==> src/rtl/rs_issue_queue_pkg.sv <==
// Shared types, sizes and helper functions for the 16-entry reservation station
// and its oldest-PC-first selection tree.
package rs_issue_queue_pkg;

  localparam int RS_SIZE = 16;
  localparam int XLEN    = 32;
  localparam int TAG_W   = 6;
  localparam int OP_W    = 5;
  localparam int IDX_W   = $clog2(RS_SIZE);
  localparam int CNT_W   = IDX_W + 1;

  typedef struct packed {
    logic             valid;
    logic [XLEN-1:0]  pc;
    logic [OP_W-1:0]  op;
    logic [TAG_W-1:0] dest;
    logic [TAG_W-1:0] src1;
    logic             rdy1;
    logic [TAG_W-1:0] src2;
    logic             rdy2;
  } rs_entry_t;

  typedef struct packed {
    logic [XLEN-1:0]  pc;
    logic [OP_W-1:0]  op;
    logic [TAG_W-1:0] dest;
    logic [TAG_W-1:0] src1;
    logic [TAG_W-1:0] src2;
  } issue_pkt_t;

  // One node of the selection tree: the winning request below it.
  typedef struct packed {
    logic             req;
    logic [IDX_W-1:0] idx;
    logic [XLEN-1:0]  pc;
  } sel_node_t;

  // Upper child wins only with a strictly smaller PC; ties stay with the lower index.
  function automatic sel_node_t sel_merge(input sel_node_t lo, input sel_node_t hi);
    if (hi.req && (!lo.req || (hi.pc < lo.pc))) return hi;
    return lo;
  endfunction

  // Fixed-priority selector: one-hot of the highest set bit.
  function automatic logic [RS_SIZE-1:0] fp_sel_msb(input logic [RS_SIZE-1:0] v);
    logic [RS_SIZE-1:0] oh;
    logic               found;
    oh    = '0;
    found = 1'b0;
    for (int i = RS_SIZE - 1; i >= 0; i--) begin
      if (v[i] && !found) begin
        oh[i] = 1'b1;
        found = 1'b1;
      end
    end
    return oh;
  endfunction

  function automatic logic [RS_SIZE-1:0] bit_rev(input logic [RS_SIZE-1:0] v);
    logic [RS_SIZE-1:0] r;
    for (int i = 0; i < RS_SIZE; i++) r[i] = v[RS_SIZE-1-i];
    return r;
  endfunction

endpackage

==> src/rtl/rs_issue_queue_if.sv <==
// Dispatch, CDB, squash and issue-slot signals of the reservation station.
// master = dispatch/FU side, slave = the reservation station.
interface rs_issue_queue_if;
  import rs_issue_queue_pkg::*;

  logic             dispatch_valid;
  logic [XLEN-1:0]  dispatch_pc;
  logic [OP_W-1:0]  dispatch_op;
  logic [TAG_W-1:0] dispatch_dest;
  logic [TAG_W-1:0] dispatch_src1;
  logic [TAG_W-1:0] dispatch_src2;
  logic             dispatch_rdy1;
  logic             dispatch_rdy2;
  logic             dispatch_ready;
  logic             cdb_valid;
  logic [TAG_W-1:0] cdb_tag;
  logic             squash;
  logic             issue_valid;
  logic [XLEN-1:0]  issue_pc;
  logic [OP_W-1:0]  issue_op;
  logic [TAG_W-1:0] issue_dest;
  logic [TAG_W-1:0] issue_src1;
  logic [TAG_W-1:0] issue_src2;
  logic             issue_ready;
  logic [CNT_W-1:0] free_count;

  modport master (
    output dispatch_valid, dispatch_pc, dispatch_op, dispatch_dest,
           dispatch_src1, dispatch_src2, dispatch_rdy1, dispatch_rdy2,
           cdb_valid, cdb_tag, squash, issue_ready,
    input  dispatch_ready, issue_valid, issue_pc, issue_op, issue_dest,
           issue_src1, issue_src2, free_count
  );

  modport slave (
    input  dispatch_valid, dispatch_pc, dispatch_op, dispatch_dest,
           dispatch_src1, dispatch_src2, dispatch_rdy1, dispatch_rdy2,
           cdb_valid, cdb_tag, squash, issue_ready,
    output dispatch_ready, issue_valid, issue_pc, issue_op, issue_dest,
           issue_src1, issue_src2, free_count
  );

endinterface

==> src/rtl/rs_oldest_sel16.sv <==
// 16-way oldest-PC-first selector: a 4-level binary tree of 2-way compare nodes
// producing a one-hot grant plus the winning request/PC.
module rs_oldest_sel16
  import rs_issue_queue_pkg::*;
(
  input  logic                 i_en,
  input  logic [15:0]          i_req,
  input  logic [15:0][XLEN-1:0] i_pc,
  output logic [15:0]          o_gnt,
  output logic                 o_req_up,
  output logic [XLEN-1:0]      o_pc_up
);

  sel_node_t w_l0 [16];
  sel_node_t w_l1 [8];
  sel_node_t w_l2 [4];
  sel_node_t w_l3 [2];
  sel_node_t w_root;

  always_comb begin
    for (int i = 0; i < 16; i++) begin
      w_l0[i].req = i_req[i];
      w_l0[i].idx = 4'(i);
      w_l0[i].pc  = i_pc[i];
    end
    for (int i = 0; i < 8; i++) w_l1[i] = sel_merge(w_l0[2*i], w_l0[2*i+1]);
    for (int i = 0; i < 4; i++) w_l2[i] = sel_merge(w_l1[2*i], w_l1[2*i+1]);
    for (int i = 0; i < 2; i++) w_l3[i] = sel_merge(w_l2[2*i], w_l2[2*i+1]);
    w_root = sel_merge(w_l3[0], w_l3[1]);
  end

  // NOTE: every always_comb output gets a default first so no path infers a latch.
  always_comb begin
    o_gnt = '0;
    if (i_en && w_root.req) o_gnt[w_root.idx] = 1'b1;
  end

  assign o_req_up = w_root.req;
  assign o_pc_up  = w_root.pc;

endmodule

==> src/rtl/rs_issue_queue.sv <==
// 16-entry reservation station: CDB wakeup, oldest-PC-first select and a
// registered issue slot with valid/ready handshake to the functional unit.
module rs_issue_queue
  import rs_issue_queue_pkg::*;
(
  input logic             clock,
  input logic             reset,
  rs_issue_queue_if.slave rs_if
);

  rs_entry_t                      r_ent [RS_SIZE];
  logic [CNT_W-1:0]               r_free_count;
  logic                           r_issue_valid;
  issue_pkt_t                     r_issue;

  logic [RS_SIZE-1:0]             w_valid;
  logic [RS_SIZE-1:0]             w_req;
  logic [RS_SIZE-1:0][XLEN-1:0]   w_pc;
  logic [RS_SIZE-1:0]             w_free_oh;
  logic [RS_SIZE-1:0]             w_gnt;
  logic                           w_req_up;
  logic [XLEN-1:0]                w_pc_up;
  logic                           w_slot_load;
  logic                           w_take;
  logic                           w_disp;
  rs_entry_t                      w_new;
  issue_pkt_t                     w_pick;

  always_comb begin
    for (int i = 0; i < RS_SIZE; i++) begin
      w_valid[i] = r_ent[i].valid;
      w_req[i]   = r_ent[i].valid & r_ent[i].rdy1 & r_ent[i].rdy2;
      w_pc[i]    = r_ent[i].pc;
    end
  end

  assign w_slot_load = !r_issue_valid || rs_if.issue_ready;
  assign w_take      = w_req_up && w_slot_load;
  assign w_disp      = rs_if.dispatch_valid && (r_free_count != '0) && !rs_if.squash;
  // Lowest free index: the MSB-priority selector fed with bit-reversed ~valid.
  assign w_free_oh   = bit_rev(fp_sel_msb(bit_rev(~w_valid)));

  rs_oldest_sel16 u_sel (
    .i_en     (w_slot_load),
    .i_req    (w_req),
    .i_pc     (w_pc),
    .o_gnt    (w_gnt),
    .o_req_up (w_req_up),
    .o_pc_up  (w_pc_up)
  );

  always_comb begin
    w_new       = '0;
    w_new.valid = 1'b1;
    w_new.pc    = rs_if.dispatch_pc;
    w_new.op    = rs_if.dispatch_op;
    w_new.dest  = rs_if.dispatch_dest;
    w_new.src1  = rs_if.dispatch_src1;
    w_new.src2  = rs_if.dispatch_src2;
    // Same-cycle CDB bypass so a dispatching consumer never misses its producer.
    w_new.rdy1  = rs_if.dispatch_rdy1 | (rs_if.cdb_valid && (rs_if.dispatch_src1 == rs_if.cdb_tag));
    w_new.rdy2  = rs_if.dispatch_rdy2 | (rs_if.cdb_valid && (rs_if.dispatch_src2 == rs_if.cdb_tag));
  end

  always_comb begin
    w_pick    = '0;
    w_pick.pc = w_pc_up;
    for (int i = 0; i < RS_SIZE; i++) begin
      if (w_gnt[i]) begin
        w_pick.op   = r_ent[i].op;
        w_pick.dest = r_ent[i].dest;
        w_pick.src1 = r_ent[i].src1;
        w_pick.src2 = r_ent[i].src2;
      end
    end
  end

  // NOTE: the entry array is a bank of flops, not a RAM, so it is reset in full;
  // that keeps valid and payload in one async-reset flop group.
  // NOTE: sequential state uses non-blocking assignments only.
  always_ff @(posedge clock or negedge reset) begin
    if (!reset) begin
      for (int i = 0; i < RS_SIZE; i++) r_ent[i] <= '0;
      r_free_count <= CNT_W'(RS_SIZE);
    end else if (rs_if.squash) begin
      for (int i = 0; i < RS_SIZE; i++) r_ent[i].valid <= 1'b0;
      r_free_count <= CNT_W'(RS_SIZE);
    end else begin
      for (int i = 0; i < RS_SIZE; i++) begin
        if (w_disp && w_free_oh[i]) begin
          r_ent[i] <= w_new;
        end else begin
          if (w_gnt[i]) r_ent[i].valid <= 1'b0;
          if (rs_if.cdb_valid && r_ent[i].valid && (r_ent[i].src1 == rs_if.cdb_tag))
            r_ent[i].rdy1 <= 1'b1;
          if (rs_if.cdb_valid && r_ent[i].valid && (r_ent[i].src2 == rs_if.cdb_tag))
            r_ent[i].rdy2 <= 1'b1;
        end
      end
      r_free_count <= r_free_count - CNT_W'(w_disp) + CNT_W'(w_take);
    end
  end

  always_ff @(posedge clock or negedge reset) begin
    if (!reset) begin
      r_issue_valid <= 1'b0;
      r_issue       <= '0;
    end else if (rs_if.squash) begin
      r_issue_valid <= 1'b0;
    end else if (w_slot_load) begin
      r_issue_valid <= w_take;
      if (w_take) r_issue <= w_pick;
    end
  end

  assign rs_if.dispatch_ready = (r_free_count != '0);
  assign rs_if.free_count     = r_free_count;
  assign rs_if.issue_valid    = r_issue_valid;
  assign rs_if.issue_pc       = r_issue.pc;
  assign rs_if.issue_op       = r_issue.op;
  assign rs_if.issue_dest     = r_issue.dest;
  assign rs_if.issue_src1     = r_issue.src1;
  assign rs_if.issue_src2     = r_issue.src2;

endmodule

==> src/flat_wrapper.sv <==
// flat-port wrapper written by rule: the top's interface ports become plain ports
module rs_issue_queue_flat import rs_issue_queue_pkg::*;
  (clock, reset, rs_if_dispatch_valid, rs_if_dispatch_pc, rs_if_dispatch_op, rs_if_dispatch_dest, rs_if_dispatch_src1, rs_if_dispatch_src2, rs_if_dispatch_rdy1, rs_if_dispatch_rdy2, rs_if_cdb_valid, rs_if_cdb_tag, rs_if_squash, rs_if_issue_ready, rs_if_dispatch_ready, rs_if_issue_valid, rs_if_issue_pc, rs_if_issue_op, rs_if_issue_dest, rs_if_issue_src1, rs_if_issue_src2, rs_if_free_count);
  rs_issue_queue_if rs_if_i ();
  input logic clock;
  input logic reset;
  input wire logic [$bits(rs_if_i.dispatch_valid)-1:0] rs_if_dispatch_valid;
  input wire logic [$bits(rs_if_i.dispatch_pc)-1:0] rs_if_dispatch_pc;
  input wire logic [$bits(rs_if_i.dispatch_op)-1:0] rs_if_dispatch_op;
  input wire logic [$bits(rs_if_i.dispatch_dest)-1:0] rs_if_dispatch_dest;
  input wire logic [$bits(rs_if_i.dispatch_src1)-1:0] rs_if_dispatch_src1;
  input wire logic [$bits(rs_if_i.dispatch_src2)-1:0] rs_if_dispatch_src2;
  input wire logic [$bits(rs_if_i.dispatch_rdy1)-1:0] rs_if_dispatch_rdy1;
  input wire logic [$bits(rs_if_i.dispatch_rdy2)-1:0] rs_if_dispatch_rdy2;
  input wire logic [$bits(rs_if_i.cdb_valid)-1:0] rs_if_cdb_valid;
  input wire logic [$bits(rs_if_i.cdb_tag)-1:0] rs_if_cdb_tag;
  input wire logic [$bits(rs_if_i.squash)-1:0] rs_if_squash;
  input wire logic [$bits(rs_if_i.issue_ready)-1:0] rs_if_issue_ready;
  output wire logic [$bits(rs_if_i.dispatch_ready)-1:0] rs_if_dispatch_ready;
  output wire logic [$bits(rs_if_i.issue_valid)-1:0] rs_if_issue_valid;
  output wire logic [$bits(rs_if_i.issue_pc)-1:0] rs_if_issue_pc;
  output wire logic [$bits(rs_if_i.issue_op)-1:0] rs_if_issue_op;
  output wire logic [$bits(rs_if_i.issue_dest)-1:0] rs_if_issue_dest;
  output wire logic [$bits(rs_if_i.issue_src1)-1:0] rs_if_issue_src1;
  output wire logic [$bits(rs_if_i.issue_src2)-1:0] rs_if_issue_src2;
  output wire logic [$bits(rs_if_i.free_count)-1:0] rs_if_free_count;
  assign rs_if_i.dispatch_valid = rs_if_dispatch_valid;
  assign rs_if_i.dispatch_pc = rs_if_dispatch_pc;
  assign rs_if_i.dispatch_op = rs_if_dispatch_op;
  assign rs_if_i.dispatch_dest = rs_if_dispatch_dest;
  assign rs_if_i.dispatch_src1 = rs_if_dispatch_src1;
  assign rs_if_i.dispatch_src2 = rs_if_dispatch_src2;
  assign rs_if_i.dispatch_rdy1 = rs_if_dispatch_rdy1;
  assign rs_if_i.dispatch_rdy2 = rs_if_dispatch_rdy2;
  assign rs_if_i.cdb_valid = rs_if_cdb_valid;
  assign rs_if_i.cdb_tag = rs_if_cdb_tag;
  assign rs_if_i.squash = rs_if_squash;
  assign rs_if_i.issue_ready = rs_if_issue_ready;
  assign rs_if_dispatch_ready = rs_if_i.dispatch_ready;
  assign rs_if_issue_valid = rs_if_i.issue_valid;
  assign rs_if_issue_pc = rs_if_i.issue_pc;
  assign rs_if_issue_op = rs_if_i.issue_op;
  assign rs_if_issue_dest = rs_if_i.issue_dest;
  assign rs_if_issue_src1 = rs_if_i.issue_src1;
  assign rs_if_issue_src2 = rs_if_i.issue_src2;
  assign rs_if_free_count = rs_if_i.free_count;
  rs_issue_queue u_core (.clock(clock), .reset(reset), .rs_if(rs_if_i));
endmodule
==> config.mk <==
export PLATFORM = sky130hd
export DESIGN_NAME = rs_issue_queue_flat
export DESIGN_NICKNAME = d
export VERILOG_FILES = /design/src/rtl/rs_issue_queue_pkg.sv /design/src/rtl/rs_issue_queue_if.sv /design/src/rtl/rs_oldest_sel16.sv /design/src/rtl/rs_issue_queue.sv /design/src/flat_wrapper.sv
export SDC_FILE = /design/constraint.sdc
export NUM_CORES = 2
export LEC_CHECK = 0
export CORE_ASPECT_RATIO = 0.7
export CORE_MARGIN = 4
export CORE_UTILIZATION = 30
export DETAILED_ROUTE_END_ITERATION = 8
export PLACE_DENSITY = 0.46
export SLEW_MARGIN = 20
export SYNTH_ARGS = -nofsm -noshare
export SYNTH_HDL_FRONTEND = slang
export SYNTH_SLANG_ARGS = --single-unit
==> constraint.sdc <==
create_clock -name clock -period 14.4 [get_ports clock]
set_clock_uncertainty 0.2 [all_clocks]
set_input_delay 2.88 -clock clock [delete_from_list [all_inputs] [get_ports clock]]
set_output_delay 2.88 -clock clock [all_outputs]
set_load 0.05 [all_outputs]
==> flow_metrics.py <==
metrics = {
    "sta": {
        "slew_violations": 0,
        "maxSlewHeadroom": 0.1853,
        "holdWs_ns": 0.2803,
        "setup_tns_ns": 0,
        "setup_viol": 0,
        "setup_ws_ns": 0.7196,
        "rsz0062_at_grt": "false",
        "fin_crit_sh": 0.9500,
        "timing.fmax_mhz": 73.10,
        "finalHoldViolCount": 0,
        "period_needed_ns": 13.68,
        "worst_slew_pin_slew_ns": 1.222,
    },
    "clock_network": {
        "clock-root-buffer": "clkbuf_16",
        "path_clk_slew_ns": 0.06,
        "htree_num_levels": 3,
        "clock_path_buffers": 3,
        "clk-insertion-delay-late_ns": 0.81,
        "clock-sinks": 989,
        "numCtsBuffers": 110,
        "cts_tree": "built",
        "postCtsHoldBufs": 0,
    },
    "pwr": {
        "power_switching_mw": 3.247,
        "p_seq_frac": 0.366,
        "p_clk_frac": 0.360,
        "irDropWorstVdd_mv": 0.1047,
        "swShare": 0.3534,
        "p_per_area_nw_per_um2": 133.9,
        "power.total_mw": 9.188,
        "p_comb_frac": 0.275,
        "internal_power_mw": 5.941,
        "p_leak_nw": 32.31,
    },
    "critical_path": {
        "critPathKind": "flip-flop to flip-flop",
        "critPathRequiredTime_ns": 14.84,
        "critPathBufInv": 4,
        "cp_max_fo": 48,
        "cp-end-kind": "flip-flop",
        "slowest_delay_ns": 0.77,
        "cp_top_family": "compound AO/OA/AOI/OAI gates",
        "slowest_stage": "a2111oi_2",
        "critPathArrivalTime_ns": 14.12,
        "critPathLaunchType": "flip-flop",
    },
    "run": {
        "cap_viol_max_count": 0,
    },
    "floorplanning": {
        "dieArea_um2": 206000,
        "die_x_um": 540.7,
        "placementRows": 136,
        "initial_core_util": 0.3027,
        "ios": 131,
        "design.core.area_um2": 196900,
        "die_h_um": 380.9,
    },
    "finish": {
        "fin_cells": 8910,
        "nFillCells": 19884,
        "seqCellArea_um2": 24750,
        "final_common_cell": "dfrtp_1",
        "nets": 6725,
        "multi_input_area_um2": 32190,
        "final_layout_size_suffix_gt1_frac": 0.1799,
        "final_cell_mix": "dfrtp_1 (988), nand2_1 (701), mux2_2 (659), o21ai_0 (498), ha_1 (469)",
        "syn_to_final_growth_pct": 15.11,
    },
    "logic_synthesis": {
        "yosysWarnings": 0,
        "synth.distinct_cells": 102,
        "synth_edf_count": 0,
        "yosys_register_bits": 989,
        "synth_top_flop_cell": "dfrtp_1",
        "async_flop_share": 1.000,
        "synth.cell_area_um2": 59590,
        "syn_area_per_cell_um2": 9.704,
        "synthCells": 6141,
        "syn_nets": 6680,
        "ys_seq_area_frac": 0.4153,
    },
    "grt": {
        "overflow": 0,
        "grt_pass1_wl_mm": 328.9,
        "grt_max_degree": 137,
        "grt_antenna_before_repair": 11,
        "grt_usage": 0.2129,
        "grt_pass1_vias": 45932,
    },
    "placement": {
        "place.gp.congestion": 0.9059,
        "pre_cts_ws_ns": 0.7927,
        "dp_hpwl_mm": 165.4,
        "placement.io_buffers": 130,
        "dp_cells": 8691,
    },
    "routing": {
        "dr.first_iter.drc_count": 4769,
        "drt_wl_total_mm": 224.8,
        "routed-wl-met2_mm": 86.49,
        "via_count": 47637,
        "vias_per_cell": 5.346,
        "wire_per_inst_um": 25.23,
        "drtAntennaViolNets": 0,
        "top_layer_used": "met4",
        "wl_met3_mm": 17.40,
        "dr.pass1.iters": 7,
        "wl_met1_mm": 116.9,
        "drc": 0,
    },
    "hold_path": {
        "hold_path.class": "flip-flop to flip-flop",
    },
    "run_status": {
        "status": "completed",
    },
}
cell families (layout without fill, tap and decap cells):
kind of cell | Yosys count | after routing | share of synthesized area
compound gates | 1453 | 1455 | 0.1500
buf+inv | 760 | 898 | 0.04898
simple gates | 1479 | 1480 | 0.1108
other cells | 0 | 6 | 0
mux | 782 | 782 | 0.1455
fa+ha+maj | 470 | 470 | 0.09881
flops | 989 | 989 | 0.4153
xor+xnor | 208 | 208 | 0.03057
layout make-up:
type,count,area share
Clock buffer,146,0.04560
Sequential cell,989,0.3608
Multi-Input combinational cell,4395,0.4693
Antenna cell,6,0.0002189
Timing Repair Buffer,292,0.03852
Tap cell,2622,0.04783
Clock inverter,62,0.01592
Inverter,398,0.02178
synth_stat cells (76+ instances only):
master | instances | share of area
nor3_1 | 85 | 0.0071
mux2i_1 | 117 | 0.020
o21ai_0 | 504 | 0.042
nand2_1 | 703 | 0.044
xnor2_1 | 76 | 0.011
o21a_1 | 77 | 0.0097
mux2_2 | 659 | 0.12
nor2_1 | 319 | 0.020
inv_1 | 397 | 0.025
xor2_1 | 132 | 0.019
dfrtp_1 | 988 | 0.41
a21oi_1 | 455 | 0.038
ha_1 | 469 | 0.098
nand3_1 | 89 | 0.0075
clkbuf_1 | 298 | 0.019
power groups by stage:
| stage | Combinational (mW) | Sequential, mW | Clock [mW] |
|---|---|---|---|
| floorplan | 1.32 | 3.50 | 0 |
| global placement | 2.46 | 3.40 | 0 |
| detailed placement | 2.49 | 3.40 | 0 |
| CTS | 2.50 | 3.35 | 3.38 |
| global route | 2.76 | 3.38 | 3.49 |
| finish | 2.52 | 3.36 | 3.30 |
tightest hold or removal path, cell delays in order, from the launching register on:
cell and delay, ns:
dfrtp_1 0.34, nand2_1 0.05, o21ai_0 0.06
per-stage QoR:
step / instance area [µm²] / utilization
floorplan: 59590 / -
global placement: 64220 / 0.3262
detailed placement: 64280 / 0.3265
CTS: 68500 / 0.3480
global route: 68580 / 0.3484
finish: 68600 / 0.3484
layer usage:
metal | vias to the layer above | global-route usage
li1 | 21868 | -
met1 | 23868 | 0.3477
met2 | 1667 | 0.2840
met3 | 234 | 0.04141
met4 | 0 | 0.03870
met5 | - | 0
final timing paths:
path,cells after the start,from,end,slack [ns]
hold reg to reg,2,u_core.rs_if.issue_pc[25],u_core.rs_if.issue_pc[25],0.28
setup reg to reg,46,u_core.r_ent[693],u_core.rs_if.issue_src2[4],0.72
hold / removal,2,u_core.rs_if.issue_pc[25],u_core.rs_if.issue_pc[25],0.28
max in group asynchronous,4,reset,u_core.r_ent[893],8.96
min in group asynchronous,1,reset,u_core.r_ent[111],1.95
setup / recovery,46,u_core.r_ent[693],u_core.rs_if.issue_src2[4],0.72
state kept, by name, indices dropped and copies added (netlist names):
register	count
u_core.rs_if.free_count	5
u_core.rs_if.issue_src1	6
u_core.rs_if.issue_pc	32
u_core.r_ent	928
u_core.rs_if.issue_dest	6
u_core.rs_if.issue_op	5
u_core.rs_if.issue_valid	1
u_core.rs_if.issue_src2	6
what timing repair did:
item,4_1_cts,5_1_grt
setup endpoints to repair,0,22
gates resized for setup,0,7
setup buffers,0,0
Note: power is estimated with default switching activity, not from simulation.
